==> config.mk <==
export PLATFORM = sky130hd
export DESIGN_NAME = pipe_stage_reg
export DESIGN_NICKNAME = d
export VERILOG_FILES = /design/src/rtl/pipe_stage_reg.sv
export SDC_FILE = /design/constraint.sdc
export NUM_CORES = 1
export LEC_CHECK = 0
export BUFFER_PORTS_ARGS = -buffer_cell sky130_fd_sc_hd__buf_2
export CORE_AREA = 3 3 162 164
export CTS_BUF_LIST = sky130_fd_sc_hd__clkbuf_2
export CTS_CLUSTER_DIAMETER = 150
export DETAILED_ROUTE_END_ITERATION = 10
export DIE_AREA = 0 0 165 167
export GPL_TIMING_DRIVEN = 1
export PLACE_DENSITY = 0.62
export SLEW_MARGIN = 40
export SYNTH_ARGS = -nofsm -noshare
export SYNTH_HDL_FRONTEND = slang
export SYNTH_SLANG_ARGS = --single-unit
export TNS_END_PERCENT = 100
==> constraint.sdc <==
create_clock -name clk -period 1.6 [get_ports clk]
set_input_delay 0.08 -clock clk [delete_from_list [all_inputs] [get_ports clk]]
set_output_delay 0.08 -clock clk [all_outputs]
set_load 0.005 [all_outputs]
==> src/rtl/pipe_stage_reg.sv <==
// Pipeline stage register: holds one instruction slot (valid, instr, PC,
// branch-delay flag, exception code) plus a multi-lane opaque payload.
// Each rising edge applies exactly one action: reset > flush > stall > load.
// Every output is driven straight from a register, so nothing on the input
// side reaches an output without passing through a clock edge.
module pipe_stage_reg #(
    parameter int          DATA_W = 32,
    parameter int          LANES  = 4,
    parameter logic [31:0] PC_RST = 32'h0000_3000,
    parameter int          CNT_W  = 16
) (
    input  logic                      clk,
    input  logic                      reset,
    input  logic                      stall,
    input  logic                      flush,
    input  logic                      in_valid,
    input  logic [31:0]               in_instr,
    input  logic [31:0]               in_pc,
    input  logic                      in_bd,
    input  logic [4:0]                in_exc,
    input  logic [LANES*DATA_W-1:0]   in_data,
    output logic                      out_valid,
    output logic [31:0]               out_instr,
    output logic [31:0]               out_pc,
    output logic                      out_bd,
    output logic [4:0]                out_exc,
    output logic [LANES*DATA_W-1:0]   out_data,
    output logic [CNT_W-1:0]          stall_cnt,
    output logic                      held
);

    // Stage registers. Power-up values equal the reset values so the
    // outputs are already well defined before the first clock edge.
    logic                    vld_p1       = 1'b0;
    logic [31:0]             instr_p1     = '0;
    logic [31:0]             pc_p1        = PC_RST;
    logic                    bd_p1        = 1'b0;
    logic [4:0]              exc_p1       = '0;
    logic [LANES*DATA_W-1:0] data_p1      = '0;
    logic [CNT_W-1:0]        stall_cnt_p1 = '0;
    logic                    held_p1      = 1'b0;

    // Saturating increment: the hold counter sticks at all-ones rather than
    // wrapping back to zero on very long stalls.
    function automatic logic [CNT_W-1:0] sat_inc(input logic [CNT_W-1:0] cnt);
        if (&cnt) begin
            return cnt;
        end
        return cnt + CNT_W'(1);
    endfunction

    // Stage update: one action per edge, reset first, then flush, stall, load.
    always_ff @(posedge clk) begin
        if (reset) begin
            vld_p1       <= 1'b0;
            instr_p1     <= '0;
            pc_p1        <= PC_RST;
            bd_p1        <= 1'b0;
            exc_p1       <= '0;
            data_p1      <= '0;
            stall_cnt_p1 <= '0;
            held_p1      <= 1'b0;
        end else if (flush) begin
            // Bubble, but keep PC/BD so a later exception can still report
            // where the squashed instruction came from.
            vld_p1       <= 1'b0;
            instr_p1     <= '0;
            pc_p1        <= in_pc;
            bd_p1        <= in_bd;
            exc_p1       <= '0;
            data_p1      <= '0;
            stall_cnt_p1 <= '0;
            held_p1      <= 1'b0;
        end else if (stall) begin
            // Contents stay put; only the hold bookkeeping moves, and only
            // a real instruction counts as being held.
            stall_cnt_p1 <= vld_p1 ? sat_inc(stall_cnt_p1) : '0;
            held_p1      <= vld_p1;
        end else begin
            // Empty slots carry no instruction/exception/payload bits, but
            // PC/BD always follow the incoming slot.
            vld_p1       <= in_valid;
            instr_p1     <= in_valid ? in_instr : '0;
            pc_p1        <= in_pc;
            bd_p1        <= in_bd;
            exc_p1       <= in_valid ? in_exc : '0;
            data_p1      <= in_valid ? in_data : '0;
            stall_cnt_p1 <= '0;
            held_p1      <= 1'b0;
        end
    end

    assign out_valid = vld_p1;
    assign out_instr = instr_p1;
    assign out_pc    = pc_p1;
    assign out_bd    = bd_p1;
    assign out_exc   = exc_p1;
    assign out_data  = data_p1;
    assign stall_cnt = stall_cnt_p1;
    assign held      = held_p1;

endmodule

==> flow_summary.json, run 1 <==
{
  "status": "stopped before the end",
  "stop_stage": "4_1_cts",
  "firstError": "[ERROR RSZ-0060] Max buffer count reached.",
  "synthArstFlopShare": 0,
  "synth_area_leaders": "dfxtp_1 (62%), a22o_1 (20%), nand2_1 (3.9%)",
  "clock-sinks": 216,
  "post-cts-setup-buffer-count": 0,
  "yosys_warnings": 0,
  "synth-seq-area-share": 0.620,
  "numCtsBuffers": 56,
  "start_util": 0.279,
  "die_x_um": 165,
  "cts.htree.levels": 2,
  "synth_cell_types": 42,
  "portBuffers": 418,
  "ctsRootBufferMaster": "clkbuf_2",
  "cts_hold_buf": 289,
  "die_h_um": 167,
  "synth_top_area_frac": 0.620,
  "synth_area_um2": 6980,
  "boundaryPins": 419,
  "ys_ff_latch": 216,
  "synth.net_count": 817,
  "clock_path_buffers": 3,
  "cts.repair.resized": 2,
  "yosys.area.top_type": "dfxtp_1",
  "syn_avg_cell_area_um2": 11.4,
  "synthCells": 613,
  "synth_edf_count": 0,
  "gp_congestion": 0.826,
  "num_rows": 58,
  "post-dp-hpwl_mm": 16.4,
  "ys.flop_type": "dfxtp_1"
}
-- per-stage QoR --
| step | setup WS (ns) | hold WS, ns | instance area, um^2 | instances | util |
|---|---|---|---|---|---|
| after floorplan | 0.00566 | 0.159 | 6980 | 613 | - |
| after global placement | 0.0592 | 0.291 | 9580 | 1342 | 0.383 |
| after detailed placement | 0.00764 | 0.299 | 9580 | 1342 | 0.383 |
-- cells in the mapped netlist (2+ instances only) --
library cell / instances
a21oi_1: 40
a22o_1: 163
a22oi_1: 2
a31oi_1: 2
and3_1: 3
buf_1: 7
buf_2: 24
clkbuf_1: 19
dfxtp_1: 216
mux2i_1: 2
nand2_1: 72
nand2b_1: 2
nand3_1: 4
nand3b_1: 2
nand4_1: 7
nor2_1: 4
nor2b_1: 2
nor3_1: 4
nor3b_1: 2
nor4_4: 2
o21ai_0: 2
o21ai_1: 6
or3_1: 7
-- logic make-up after synthesis --
family	after synthesis	synth area share
multiplexers	2	0.00287
AO/OA/AOI/OAI	219	0.248
AND/OR/NAND/NOR	121	0.0913
flip-flops	216	0.620
buffers and inverters	52	0.0334
XOR/XNOR	2	0.00251
adder cells (fa/ha/maj)	1	0.00179
==> run 2: changes to the inputs <==
--- a/config.mk
+++ b/config.mk
@@ -7,12 +7,10 @@
 export LEC_CHECK = 0
 export BUFFER_PORTS_ARGS = -buffer_cell sky130_fd_sc_hd__buf_2
 export CORE_AREA = 3 3 162 164
-export CTS_BUF_LIST = sky130_fd_sc_hd__clkbuf_2
-export CTS_CLUSTER_DIAMETER = 150
 export DETAILED_ROUTE_END_ITERATION = 10
 export DIE_AREA = 0 0 165 167
 export GPL_TIMING_DRIVEN = 1
-export PLACE_DENSITY = 0.62
+export PLACE_DENSITY_LB_ADDON = 0.15
 export SLEW_MARGIN = 40
 export SYNTH_ARGS = -nofsm -noshare
 export SYNTH_HDL_FRONTEND = slang
==> constraint.sdc (replaced) <==
create_clock -name clk -period 2.1 [get_ports clk]
set_input_delay 0.105 -clock clk [delete_from_list [all_inputs] [get_ports clk]]
set_output_delay 0.105 -clock clk [all_outputs]
set_load 0.005 [all_outputs]
==> run 2 against run 1 <==
  * The run now ends clean
  * Synthesized cell count did not move
  * Area after synthesis did not move
==> flow_summary.json, run 2 <==
{
  "fin_nets": 1427,
  "worstPathArrival_ns": 2.25,
  "synth_mux_area_frac": 0.00287,
  "path_class": "flip-flop to flip-flop",
  "die_h_um": 167,
  "fin_crit_sh": 0.881,
  "fmax_mhz": 540,
  "synth_cell_types": 42,
  "syn_avg_cell_area_um2": 11.4,
  "leakagePower_uw": 0.00590,
  "critPathCaptureType": "flip-flop",
  "final_common_cell": "buf_2",
  "synth_common_cells": "dfxtp_1 (216), a22o_1 (163), nand2_1 (72), a21oi_1 (40), buf_2 (24)",
  "dieArea_um2": 27600,
  "synth_edf_count": 0,
  "path_cells": "ha_1 > nand4_4 > nor4_4 > buf_4 > xor2_1 > nor2_1",
  "clock_path_buffers": 3,
  "rsz0062_at_grt": "false",
  "status": "completed",
  "synth-seq-area-share": 0.620,
  "setup_viol": 0,
  "cts.htree.levels": 1,
  "stdcell_count": 1567,
  "drt-total-wl_mm": 25.9,
  "boundaryPins": 419,
  "yosys.area_share.adder": 0.00179,
  "cpMaxStageDelayCell": "dfxtp_1",
  "synth_top_family_by_area": "compound AO/OA/AOI/OAI gates",
  "crit_family": "simple AND/OR/NAND/NOR gates",
  "worst-path-buf-inv": 1,
  "cts_tree": "yes",
  "drc": 0,
  "core_area_um2": 25000,
  "yosys_warnings": 0,
  "synthSimpleGateAreaFrac": 0.0913,
  "critPathMaxStageDelay_ns": 0.42,
  "final_cell_mix": "buf_2 (418), dfxtp_1 (216), dlygate4sd3_1 (200)",
  "fillerInstances": 2296,
  "grt_overflow": 0,
  "cp_data_required_time_ns": 2.50,
  "layout-drive-gt1-share": 0.390,
  "synth_top_area_frac": 0.620,
  "syn_to_final_growth_pct": 75.4,
  "drtIter0Drc": 332,
  "hold_viol": 0,
  "post-dp-hpwl_mm": 16.7,
  "worst_slew_pin_slew_ns": 0.447,
  "synth.net_count": 817,
  "irDropWorstVdd_mv": 0.433,
  "cp-start-kind": "flip-flop",
  "largest_reg_flops": 128,
  "yosys.area.top_type": "dfxtp_1",
  "die_x_um": 165,
  "gp_congestion": 0.809,
  "start_util": 0.279,
  "vias_per_cell": 4.60,
  "dp_cells": 1326,
  "synthXorXnorAreaFrac": 0.00251,
  "tns_ns": 0,
  "synthCells": 613,
  "grt_pass1_vias": 7454,
  "drv_slew": 0,
  "clock-sinks": 216,
  "antenna_found_initial": 0,
  "ant_nets": 0,
  "drv_cap": 0,
  "wl_per_cell_um": 16.6,
  "synth_area_um2": 6980,
  "grt_max_degree": 60,
  "power_density_nw_per_um2": 755,
  "synthArstFlopShare": 0,
  "synth.most_common_cell": "dfxtp_1",
  "synth-compound-area-share": 0.248,
  "slew-limit-headroom": 0.700,
  "finalInstanceArea_um2": 12200,
  "grt_use_total": 0.179,
  "cts.clk_slew.worst_paths_ns": 0.06,
  "crit_path_max_fanout": 11,
  "portBuffers": 418,
  "synth_area_leaders": "dfxtp_1 (62%), a22o_1 (20%), nand2_1 (3.9%)",
  "finClkSkew_ns": 0.00967,
  "ys.flop_type": "dfxtp_1",
  "clk_latency_ns": 0.51,
  "whs_ns": 0.136,
  "period_needed_ns": 1.85,
  "numCtsBuffers": 25,
  "final_core_util": 0.489,
  "post_dp_cell_area_um2": 9470,
  "grt_pass1_wl_mm": 40.2,
  "worstHoldPathType": "input port to flip-flop",
  "ys_ff_latch": 216,
  "vias": 7212,
  "num_rows": 58,
  "ctsRootBufferMaster": "clkbuf_16",
  "antenna_cells": 0,
  "firstDrtPassIters": 4
}
-- run 2: cell counts after synthesis --
Identical to the previous run, type by type.
-- run 2: worst min-delay path: cells and delay by family --
family	cells	cell delay, ns
and+or+nand+nor	2	0.31
buffers and inverters	1	0.13
AOI/OAI and AO/OA	1	0.05
-- run 2: cell families after synthesis --
| kind of cell | count (synthesis) |
|---|---|
| muxes | 2 |
| and+or+nand+nor | 121 |
| AOI/OAI and AO/OA | 219 |
| adders and majority gates | 1 |
| DFF | 216 |
| buffers and inverters | 52 |
| xor gates and xnor gates | 2 |
-- run 2: worst paths after layout --
kind	slack, ns	to	cells after the start	startpoint
max	0.25	stall_cnt[0]	6	stall_cnt[0]
min	0.14	out_pc[8]	4	stall
max reg2reg	0.25	stall_cnt[0]	6	stall_cnt[0]
min reg2reg	0.45	out_pc[26]	2	out_pc[26]
-- run 2: stage by stage --
stage / power, uW / worst slack, ns
2_1_floorplan: 4540 / 0.396
3_3_place_gp: 4910 / 0.293
3_5_place_dp: 4910 / 0.267
4_1_cts: 9380 / 0.245
5_1_grt: 9620 / 0.107
6_report: 9240 / 0.250
-- run 2: power breakdown --
part | internal, uW | switching [uW]
clock | 2450 | 1660
sequential | 4200 | 53.1
combinational | 543 | 328
-- run 2: cell type report --
type,count,area (um^2),area share
flip-flops and latches,216,4320,0.353
repair buffers,634,4300,0.351
multi-input cells,345,2430,0.199
clock buffers,37,711,0.0581
well taps,330,413,0.0337
clock inverters,4,55.1,0.00450
inverters,1,3.75,0.000307
-- run 2: repair_timing --
action | CTS | global route
gates resized for setup | 0 | 0
hold buffers | 200 | 0
endpoints found under the hold margin | 198 | 0
setup buffers | 0 | 0
-- run 2: metal layers --
metal,vias up,share of wire,global-route usage
li1,3489,-,-
met1,3354,0.40,0.209
met2,308,0.49,0.313
met3,61,0.072,0.0430
met4,0,0.040,0.0678
met5,-,0,0
Power figures use the tool's default switching activity.
